File: src/rtl/iomem_debug_bridge.sv
// Byte-stream command bridge that initiates PicoSoC iomem read/write transactions
// and streams status plus read data back on a byte-stream response channel.
module iomem_debug_bridge #(
    parameter int unsigned TIMEOUT_CYCLES = 255
) (
    input  logic        clk,
    input  logic        resetn,
    input  logic [7:0]  rx_data,
    input  logic        rx_valid,
    output logic        rx_ready,
    output logic [7:0]  tx_data,
    output logic        tx_valid,
    input  logic        tx_ready,
    output logic        iomem_valid,
    input  logic        iomem_ready,
    output logic [3:0]  iomem_wstrb,
    output logic [31:0] iomem_addr,
    output logic [31:0] iomem_wdata,
    input  logic [31:0] iomem_rdata,
    output logic        busy
);

    localparam int unsigned CNT_W = 16;

    localparam logic [2:0] S_IDLE  = 3'd0;
    localparam logic [2:0] S_ADDR  = 3'd1;
    localparam logic [2:0] S_DATA  = 3'd2;
    localparam logic [2:0] S_BUS   = 3'd3;
    localparam logic [2:0] S_RESP  = 3'd4;
    localparam logic [2:0] S_RDATA = 3'd5;

    localparam logic [7:0] CMD_WRITE = 8'h57;
    localparam logic [7:0] CMD_READ  = 8'h52;
    localparam logic [7:0] RSP_OK    = 8'h4B;
    localparam logic [7:0] RSP_ERR   = 8'h45;

    localparam logic [CNT_W-1:0] CNT_LAST = CNT_W'(TIMEOUT_CYCLES - 1);

    logic [2:0]       state_q, state_n;
    logic             op_write_q, op_write_n;
    logic [1:0]       idx_q, idx_n;
    logic [CNT_W-1:0] cnt_q, cnt_n;
    logic             ok_q, ok_n;
    logic [31:0]      rdata_q, rdata_n;

    logic        rx_ready_n, tx_valid_n, iomem_valid_n, busy_n;
    logic [7:0]  tx_data_n;
    logic [3:0]  wstrb_n;
    logic [31:0] addr_n, wdata_n;

    logic rx_hs, tx_hs;

    assign rx_hs = rx_valid && rx_ready;
    assign tx_hs = tx_valid && tx_ready;

    // Next state plus next value of every registered output.
    always_comb begin
        state_n    = state_q;
        op_write_n = op_write_q;
        idx_n      = idx_q;
        cnt_n      = cnt_q;
        ok_n       = ok_q;
        rdata_n    = rdata_q;
        addr_n     = iomem_addr;
        wdata_n    = iomem_wdata;
        tx_data_n  = tx_data;

        case (state_q)
            S_IDLE: begin
                if (rx_hs && (rx_data == CMD_WRITE || rx_data == CMD_READ)) begin
                    op_write_n = (rx_data == CMD_WRITE);
                    idx_n      = 2'd0;
                    state_n    = S_ADDR;
                end
            end
            S_ADDR: begin
                if (rx_hs) begin
                    addr_n[{idx_q, 3'b000} +: 8] = rx_data;
                    idx_n = idx_q + 2'd1;
                    if (idx_q == 2'd3) begin
                        state_n = op_write_q ? S_DATA : S_BUS;
                    end
                end
            end
            S_DATA: begin
                if (rx_hs) begin
                    wdata_n[{idx_q, 3'b000} +: 8] = rx_data;
                    idx_n = idx_q + 2'd1;
                    if (idx_q == 2'd3) begin
                        state_n = S_BUS;
                    end
                end
            end
            S_BUS: begin
                // A ready in the last wait cycle still beats the timeout.
                if (iomem_ready) begin
                    rdata_n = iomem_rdata;
                    ok_n    = 1'b1;
                    state_n = S_RESP;
                end else if (cnt_q == CNT_LAST) begin
                    ok_n    = 1'b0;
                    state_n = S_RESP;
                end else begin
                    cnt_n = cnt_q + CNT_W'(1);
                end
            end
            S_RESP: begin
                if (tx_hs) begin
                    if (ok_q && !op_write_q) begin
                        idx_n   = 2'd0;
                        state_n = S_RDATA;
                    end else begin
                        state_n = S_IDLE;
                    end
                end
            end
            S_RDATA: begin
                if (tx_hs) begin
                    idx_n = idx_q + 2'd1;
                    if (idx_q == 2'd3) begin
                        state_n = S_IDLE;
                    end
                end
            end
            default: state_n = S_IDLE;
        endcase

        if (state_q != S_BUS) begin
            cnt_n = '0;
        end

        rx_ready_n    = (state_n == S_IDLE) || (state_n == S_ADDR) || (state_n == S_DATA);
        iomem_valid_n = (state_n == S_BUS);
        wstrb_n       = (state_n == S_BUS && op_write_n) ? 4'hF : 4'h0;
        tx_valid_n    = (state_n == S_RESP) || (state_n == S_RDATA);
        busy_n        = (state_n != S_IDLE);

        // tx_data only changes when a new byte is presented, so it holds under backpressure.
        if (state_n == S_RESP) begin
            tx_data_n = ok_n ? RSP_OK : RSP_ERR;
        end else if (state_n == S_RDATA) begin
            tx_data_n = rdata_n[{idx_n, 3'b000} +: 8];
        end
    end

    // State and registered outputs.
    always_ff @(posedge clk) begin
        if (!resetn) begin
            state_q     <= S_IDLE;
            op_write_q  <= 1'b0;
            idx_q       <= 2'd0;
            cnt_q       <= '0;
            ok_q        <= 1'b0;
            rdata_q     <= '0;
            rx_ready    <= 1'b0;
            tx_valid    <= 1'b0;
            tx_data     <= '0;
            iomem_valid <= 1'b0;
            iomem_wstrb <= '0;
            iomem_addr  <= '0;
            iomem_wdata <= '0;
            busy        <= 1'b0;
        end else begin
            state_q     <= state_n;
            op_write_q  <= op_write_n;
            idx_q       <= idx_n;
            cnt_q       <= cnt_n;
            ok_q        <= ok_n;
            rdata_q     <= rdata_n;
            rx_ready    <= rx_ready_n;
            tx_valid    <= tx_valid_n;
            tx_data     <= tx_data_n;
            iomem_valid <= iomem_valid_n;
            iomem_wstrb <= wstrb_n;
            iomem_addr  <= addr_n;
            iomem_wdata <= wdata_n;
            busy        <= busy_n;
        end
    end

endmodule

File: config.mk
export PLATFORM = sky130hd
export DESIGN_NAME = iomem_debug_bridge
export DESIGN_NICKNAME = d
export VERILOG_FILES = /design/src/rtl/iomem_debug_bridge.sv
export SDC_FILE = /design/constraint.sdc
export NUM_CORES = 1
export LEC_CHECK = 0
export BUFFER_PORTS_ARGS = -buffer_cell sky130_fd_sc_hd__buf_2
export CORE_AREA = 4 4 90 134
export DETAILED_ROUTE_END_ITERATION = 16
export DIE_AREA = 0 0 94 138
export GPL_ROUTABILITY_DRIVEN = 0
export HOLD_SLACK_MARGIN = 0.08
export PLACE_DENSITY_LB_ADDON = 0.05
export SLEW_MARGIN = 20
export SYNTH_ARGS = -nofsm -noshare
export SYNTH_HDL_FRONTEND = slang
export SYNTH_SLANG_ARGS = --single-unit
File: constraint.sdc
create_clock -name clk -period 4 [get_ports clk]
set_input_delay 0.2 -clock clk [delete_from_list [all_inputs] [get_ports clk]]
set_output_delay 0.2 -clock clk [all_outputs]
set_load 0.01 [all_outputs]
Yosys cells after proc, flatten, opt, wreduce, memory -nomap -nowiden

Cells that the tools add are included.
W data, S select, Z words.

Equality and inequality tests: 15
Multiplexer cells: 32
Shifts and indexed selects: 3
Add/sub/neg operators: 3
Bitwise operators: 3
Reduce and logical (&&, ||, !) cells: 19

Operators with widths:

| operator                 | number |
|---|---|
| $bwmux W32               | 2 |
| $mux W32                 | 2 |
| $mux W3                  | 11 |
| $shift A8 B7 Y32 const A | 1 |
| $shiftx A32 B6 Y8        | 1 |
| $shiftx A8 B7 Y32        | 1 |
| $pmux W3 S6              | 1 |
| $add A16 B1 Y16 const B  | 1 |
| $eq A16 B8 Y1 const B    | 1 |
| $eq A8 B7 Y1 const B     | 2 |
| $mux W8                  | 2 |
| $eq A3 B2 Y1 const B     | 4 |
| $eq A3 B3 Y1 const B     | 4 |
| $mux W2                  | 5 |
| $mux W4                  | 2 |
| $pmux W2 S4              | 1 |
| $neg A5 Y7               | 1 |
| $eq A3 B1 Y1 const B     | 2 |
| $logic_not A3 Y1         | 2 |
| $mux W1                  | 6 |
| $logic_and A1 B1 Y1      | 5 |
| $logic_or A1 B1 Y1       | 4 |
| $reduce_and A2 Y1        | 2 |
| $reduce_or A2 Y1         | 2 |
| other kinds (8)          | 10 |

Bits in registers: 135
Input port bits: 45
Word-level logic and storage cells: 89

Longest topological paths before layout

Gate-level depths: netlist (run 1).

Depth in word-level cells: 8
Gate-level depth with buffers: 11

Worst setup path after synthesis (run 1)

No wires, ideal clock.

Kind: reg2reg
Start: register state_q[2]
End: register tx_data[5]
Arrival: 2.003 ns
Clock period less this slack: 2.121 ns
Stages on the path, launching flop included: 10
Data required time: 3.883 ns
Setup slack: 1.879 ns
Cell sequence: dfxtp_1 -> buf_4 -> and3b_1 -> buf_2 -> and2_1 -> buf_6 -> buf_2 -> mux4_1 -> a22oi_1 -> nand2_1

Word-level cells in the longest chain between the ends: 6
Elaborated cells on any way between the ends: 26

RTL lines:

| item                                         | line | text |
|---|---|---|
| start: declaration                           | 39   | `logic [2:0] state_q, state_n;` |
| start signal: assignment                     | 164  | `state_q <= state_n;` |
| $eq A3 B2 Y1 or $eq A3 B1 Y1 (tied branches) | 68   | `case (state_q)` |
| $reduce_or A2 Y1 (no line)                   | n/a  |  |
| $pmux W2 S4                                  | 68   |  |
| $shiftx A32 B6 Y8                            | 142  | `tx_data_n = rdata_n[{idx_n, 3'b000} +: 8];` |
| $mux W8                                      | 141  | `end else if (state_n == S_RDATA) begin` |
| $mux W8                                      | 139  | `if (state_n == S_RESP) begin` |
| end signal: assignment                       | 172  | `tx_data <= tx_data_n;` |
| end: declaration                             | 11   | `output logic [7:0] tx_data,` |

Several ways; a longest one is shown, not always the timed one. The select of a mux whose other input is x is not followed.
A chain may end at the register's enable or synchronous reset.

Worst setup path in the final report (run 1)

Start: register idx_q[0]
End: register tx_data[1]

Word-level cells in the longest chain between the ends: 6
Elaborated cells on any way between the ends: 21

RTL lines:

| item                                             | line        | text |
|---|---|---|
| start: declaration                               | 41          | `logic [1:0] idx_q, idx_n;` |
| start signal: assignment                         | 166         | `idx_q <= idx_n;` |
| $add A2 B1 Y2, or another cell as far along      | 79, 88, 119 |  |
| $mux W2, or another cell as far along            | 118         | `if (tx_hs) begin` |
| $pmux W2 S4, or another cell as far along        | 68          |  |
| $shiftx A32 B6 Y8 or $pmux W3 S6 (tied branches) | 142, 68     |  |
| $mux W8, or another cell as far along            | 141         |  |
| $mux W8 or $reduce_bool A2 Y1 (tied branches)    | n/a         |  |

Several ways; a longest one is shown, not always the timed one. The select of a mux whose other input is x is not followed.

==> out/metrics.csv, run 1 <==
metric,value,unit
fillers,929,
layout-drive-gt1-share,20.2,%
synthCells,692,
worstPathRequired,4.33,ns
hpwl,10.9,mm
yosysSeqAreaShare,44.9,%
layout_common_cells,"nand2_1 (184), dfxtp_1 (132), buf_2 (124)",
slowest_delay,0.57,ns
maxCapViolCount,0,
outcome,completed,
post_cts_buffers,0,
crit_chain,"ha_1, nand4_1, a21oi_1, nor4b_2, nor3_1, a22oi_1, o21ai_0",
start_kind,flip-flop,
report.final.slew_viol_count,0,
clock_sinks,132,
via_per_inst,5.32,
p_leak,0.00307,µW
drc,0,
grt_max_degree,48,
clockBufferDepth,2,
antenna_found_initial,0,
hold_viol,0,
crit_fanout,14,
slew_headroom,30.8,%
synthesis.nets,743,
worstMarginPinSlew,1.04,ns
die_area,13000,µm²
seqCellArea,2640,µm²
multi_input_area,3010,µm²
yosysTopAreaCellShare,44.9,%
end_kind,flip-flop,
min_period,2.65,ns
dp_cells,925,
io_buffers,124,
ys_top_cells_by_area,"dfxtp_1 (45%), nand2_1 (12%), and2_1 (6.1%)",
ios,125,
clk_pin_slew,0.05,ns
stdcell_count,988,
root_buffer,clkbuf_16,
setup_viol,0,
row_count,47,
worstRegToRegCells,7,
crit_arrival,2.98,ns
synth_edf_count,0,
async_flop_share,0,%
rr_endpoint,tx_data[1],
min_path_type,input port to flip-flop,
coreArea,10900,µm²
path_delay_family,simple AND/OR/NAND/NOR gates,
wl,15.3,mm
worstHoldStart,iomem_rdata[2],
htree_levels,4,
skew,0.00608,ns
cp_slowest_cell,nor3_1,
synth_area_leader_cell,dfxtp_1,
tns,0,ns
avgSynthCellArea,8.51,µm²
cts_resized,0,
ys_types,50,
die_w,94,µm
grtUsageTotal,24.0,%
layout_commonest_cell,nand2_1,
cts_made_buffers,17,
criticalPathCategory,flip-flop to flip-flop,
ant_nets,0,
clock.fmax,377,MHz
wire_per_inst,15.5,µm
grt_pass1_vias,5186,
first_pass_iters,7,
final_nets,879,
vdd_drop_max,366,µV
num_antenna_cells,0,
timing.rr.start,idx_q[0],
ys.flop_type,dfxtp_1,
path_buf_inv,0,
initial_core_util,53.8,%
ys_ff_latch,132,
rsz0062_at_grt,no,
tritoncts,built,
vias,5256,
area_delta_synth_final,26.3,%
ys_warn_count,0,
reg2reg_slack,1.35,ns
drt_iter0_drc,187,
powerDensity,405,nW/µm²
worstSkewPairLatency,0.41,ns
overflow,0,
holdPathStages,3,
syn_area,5890,µm²
holdPathEnd,rdata_q[2],
grt_pass1_wl,24.8,mm
fin_crit_sh,66.3,%
die_y,138,µm
==> layout make-up <==
cell class | count | area share (%)
multi-input cells | 510 | 40.4
flip-flops and latches | 132 | 35.5
inverters | 8 | 0.404
repair buffers | 159 | 12.9
clock buffers | 23 | 6.56
clock inverters | 9 | 1.68
well taps | 147 | 2.47
==> registers in the layout, summed over array words and instances, names as in the netlist <==
| name | count |
|---|---|
| rx_ready | 1 |
| iomem_addr | 32 |
| rdata_q | 32 |
| tx_valid | 1 |
| busy | 1 |
| tx_data | 8 |
| state_q | 3 |
| iomem_wdata | 32 |
| iomem_wstrb | 1 |
| ok_q | 1 |
| cnt_q | 16 |
| idx_q | 2 |
| iomem_valid | 1 |
| op_write_q | 1 |
==> worst register-to-register path, stage by stage, from the launching register on <==
cell and delay, ns:
dfxtp_1 0.40, ha_1 0.47, nand4_1 0.43, a21oi_1 0.30, nor4b_2 0.12, nor3_1 0.57
a22oi_1 0.20, o21ai_0 0.10
==> cells by family after synthesis <==
kind of cell / synth area share, %
flops: 44.9
mux: 5.80
fa+ha+maj: 1.28
buf+inv: 4.04
compound gates: 14.4
xor+xnor: 2.23
simple gates: 27.3
==> metrics by stage <==
stage	total power, µW	hold slack (ns)	worst slack [ns]	util, %	area (µm²)
final	3010	0.113	1.35	68.0	7440
after global routing	3110	0.0966	1.05	68.0	7440
after CTS	3030	0.0916	1.34	68.0	7440
after detailed placement	1420	0.446	1.37	59.5	6510
after global placement	1420	0.437	1.51	59.5	6510
after floorplan	1380	0.336	1.88	-	5890
==> layer usage <==
layer	wire length, µm	up-vias	part of all wire (%)	GRT usage, %
met5	0	-	0	0
met4	267	0	1.7	8.30
met1	6100	2468	40	27.4
li1	-	2637	-	-
met2	8160	134	53	43.0
met3	761	17	5.0	5.60
==> power breakdown <==
group / internal (µW) / leakage (µW) / switching [µW]
Sequential: 1320 / 0.00106 / 1.48
Combinational: 46.9 / 0.00170 / 52.6
Clock: 1040 / 0.000299 / 549
==> worst max-delay path by stage <==
stage | slack [ns] | depth (start not counted) | to | start
finish | 1.35 | 7 | tx_data[1] | idx_q[0]
global placement | 1.51 | 7 | tx_data[1] | idx_q[0]
global route | 1.05 | 7 | tx_data[1] | idx_q[1]
floorplan | 1.88 | 9 | tx_data[5] | state_q[2]
CTS | 1.34 | 7 | tx_data[1] | idx_q[0]
detailed placement | 1.37 | 7 | tx_data[1] | idx_q[0]
==> timing repair <==
action | in CTS | in global routing
hold endpoints to repair | 31 | 0
hold buffers | 31 | 0
setup endpoints to repair | 0 | 0
==> synth_stat cells (3+ instances only) <==
| cell | count |
|---|---|
| a21oi_1 | 36 |
| a211oi_1 | 3 |
| and2_1 | 57 |
| nand2b_1 | 5 |
| and3_1 | 10 |
| buf_2 | 7 |
| a22oi_1 | 6 |
| dfxtp_1 | 132 |
| mux4_2 | 4 |
| nor3_1 | 6 |
| ha_1 | 6 |
| buf_4 | 5 |
| or3_1 | 4 |
| nor2b_1 | 3 |
| clkbuf_1 | 27 |
| xor2_1 | 10 |
| nand4_1 | 11 |
| xnor2_1 | 5 |
| and4_1 | 5 |
| nand2_1 | 184 |
| buf_6 | 3 |
| inv_1 | 8 |
| o21ai_0 | 57 |
| nand3_1 | 14 |
| mux4_1 | 9 |
| nor2_1 | 24 |
| a21boi_0 | 24 |
No activity file was read; power rests on OpenSTA's default activity.
==> run 2, diff against run 1 <==
Settings changed: ABC_AREA set to 1, CORE_AREA 4 4 90 134 to 4 4 95 141, DIE_AREA 0 0 94 138 to 0 0 99 145.
Clock period 4 ns to 2.1 ns, I/O delays scaled along.
==> run 2 against run 1 <==
Effect of this change:
- via count increased by 11%
- synthesized area decreased by 0.70%
- clock power increased by 79%
- critical path depth increased by 1
- critical endpoint is now iomem_wdata[17]
- largest power group unchanged
- highest routed layer unchanged
==> out/metrics.csv, run 2 <==
metric,value,unit
area_delta_synth_final,30.4,%
min_period,1.98,ns
worstSkewPairLatency,0.41,ns
powerDensity,725,nW/µm²
vdd_drop_max,626,µV
die_w,99,µm
drt_iter0_drc,242,
power,5530,µW
ys_types,32,
crit_fanout,5,
syn_area,5840,µm²
async_flop_share,0,%
grtUsageTotal,22.9,%
yosysTopAreaCellShare,45.2,%
final_nets,1030,
initial_core_util,48.4,%
ant_nets,0,
whs,0.128,ns
clk_pin_slew,0.06,ns
maxCapViolCount,0,
first_pass_iters,5,
tns,0,ns
grt_pass1_vias,5783,
worstRegToRegCells,8,
holdPathStages,4,
setup_viol,0,
overflow,0,
wl,16.4,mm
row_count,49,
start_kind,flip-flop,
crit_arrival,2.31,ns
cts_made_buffers,17,
io_buffers,124,
hpwl,12.3,mm
slew_headroom,53.8,%
synth_common_cells,"nor2_1 (166), nand2_1 (143), dfxtp_1 (132)",
ys_top_cells_by_area,"dfxtp_1 (45%), nor2_1 (11%), nand2_1 (9.2%)",
min_path_type,input port to flip-flop,
fillers,1128,
antenna_found_initial,1,
reg_top3,"iomem_addr (32), iomem_wdata (32), rdata_q (32)",
yosysMostFrequentCell,nor2_1,
wire_per_inst,14.3,µm
rr_endpoint,iomem_wdata[17],
yosysSeqAreaShare,45.2,%
root_buffer,clkbuf_16,
report.final.slew_viol_count,0,
criticalPathCategory,flip-flop to flip-flop,
layout_common_cells,"nor2_1 (166), nand2_1 (142), dfxtp_1 (131)",
ys_ff_latch,132,
die_y,145,µm
synthesis.nets,859,
clockBufferDepth,2,
worstMarginPinSlew,0.693,ns
rsz0062_at_grt,no,
clock_sinks,132,
drc,0,
ys.flop_type,dfxtp_1,
grt_pass1_wl,26.9,mm
synthCells,808,
synth_edf_count,0,
avgSynthCellArea,7.23,µm²
vias,5818,
synth_area_leader_cell,dfxtp_1,
grt_max_degree,68,
post-place-ws,0.155,ns
htree_levels,4,
p_leak,0.00350,µW
ios,125,
worstPathRequired,2.43,ns
timing.rr.start,idx_q[0],
die_area,14400,µm²
coreArea,12100,µm²
layout-drive-gt1-share,21.9,%
ys_warn_count,0,
outcome,completed,
via_per_inst,5.08,
fin_crit_sh,94.1,%
final_util,63.1,%
fin_ws,0.124,ns
worstHoldStart,iomem_ready,
hold_viol,0,
tritoncts,built,
skew,0.00811,ns
holdPathEnd,cnt_q[1],
end_kind,flip-flop,
clock.fmax,506,MHz
layout_commonest_cell,nor2_1,
reg2reg_slack,0.12,ns
## run 2: cell count changes after synthesis, moves of 10 or more
cell,previous run,this run
clkbuf_1,27,15
nand3_1,14,54
and3_1,10,0
a21oi_1,36,59
mux2i_1,0,22
or2_2,0,10
inv_1,8,57
and2_1,57,0
nor2_1,24,166
nand2_1,184,143
a21boi_0,24,0
## run 2: power breakdown
part           leakage [µW]  internal, µW  switching, µW
clock              0.000269          1710           1150
sequential          0.00106          2510          0.866
combinational       0.00217          86.3           80.6
## run 2: worst max path at each step
stage / startpoint / endpoint / slack [ns]
after floorplan: idx_q[0] / iomem_wdata[17] / 0.31
after global placement: cnt_q[0] / iomem_wstrb[2] / 0.21
after detailed placement: cnt_q[0] / iomem_wstrb[2] / 0.15
after CTS: state_q[0] / tx_data[0] / 0.11
after global routing: idx_q[0] / iomem_wdata[17] / 0.02
final: idx_q[0] / iomem_wdata[17] / 0.12
## run 2: worst max-delay path, stage by stage, from the launching register on
cell	delay, ns
dfxtp_1	0.45
inv_1	0.13
ha_1	0.39
clkinv_1	0.13
nor2_2	0.11
inv_1	0.08
nor3_1	0.33
nand3_1	0.14
a21oi_1	0.14
## run 2: cell type report
class / instances / area [µm²] / share of cell area (%)
Clock buffer: 19 / 453 / 5.94
Timing Repair Buffer: 182 / 1160 / 15.2
Tap cell: 153 / 191 / 2.51
Multi-Input combinational cell: 577 / 2790 / 36.6
Clock inverter: 13 / 125 / 1.64
Sequential cell: 132 / 2640 / 34.7
Antenna cell: 1 / 2.50 / 0.0328
Inverter: 69 / 259 / 3.40
## run 2: what timing repair did
item / CTS / global route
buffers inserted: 0 / 0
hold buffers: 36 / 0
hold endpoints to repair: 39 / 0
endpoints found under the setup margin: 0 / 9
resized for setup: 0 / 3
## run 2: logic make-up after synthesis
kind of cell               count (synthesis)  share of synthesized area (%)
xor gates and xnor gates                   7                           1.05
muxes                                     22                           3.77
and+or+nand+nor                          411                           29.8
AOI/OAI and AO/OA                        131                           11.6
DFF                                      132                           45.2
adders and majority gates                  6                           1.28
buffers and inverters                     99                           7.19
## run 2: stage by stage
step | cells | area [µm²]
finish | 1146 | 7620
global route | 1145 | 7620
CTS | 1145 | 7610
detailed placement | 1077 | 6670
global placement | 1077 | 6670
floorplan | 808 | 5840
## run 2: metal layers
| layer | GRT usage [%] | wire, µm | vias to the layer above | share of wire (%) |
|---|---|---|---|---|
| met5 | 0 | 0 | - | 0 |
| li1 | - | - | 2957 | - |
| met4 | 10.3 | 495 | 0 | 3.0 |
| met1 | 24.4 | 6460 | 2629 | 39 |
| met3 | 5.19 | 814 | 45 | 5.0 |
| met2 | 41.9 | 8610 | 187 | 53 |
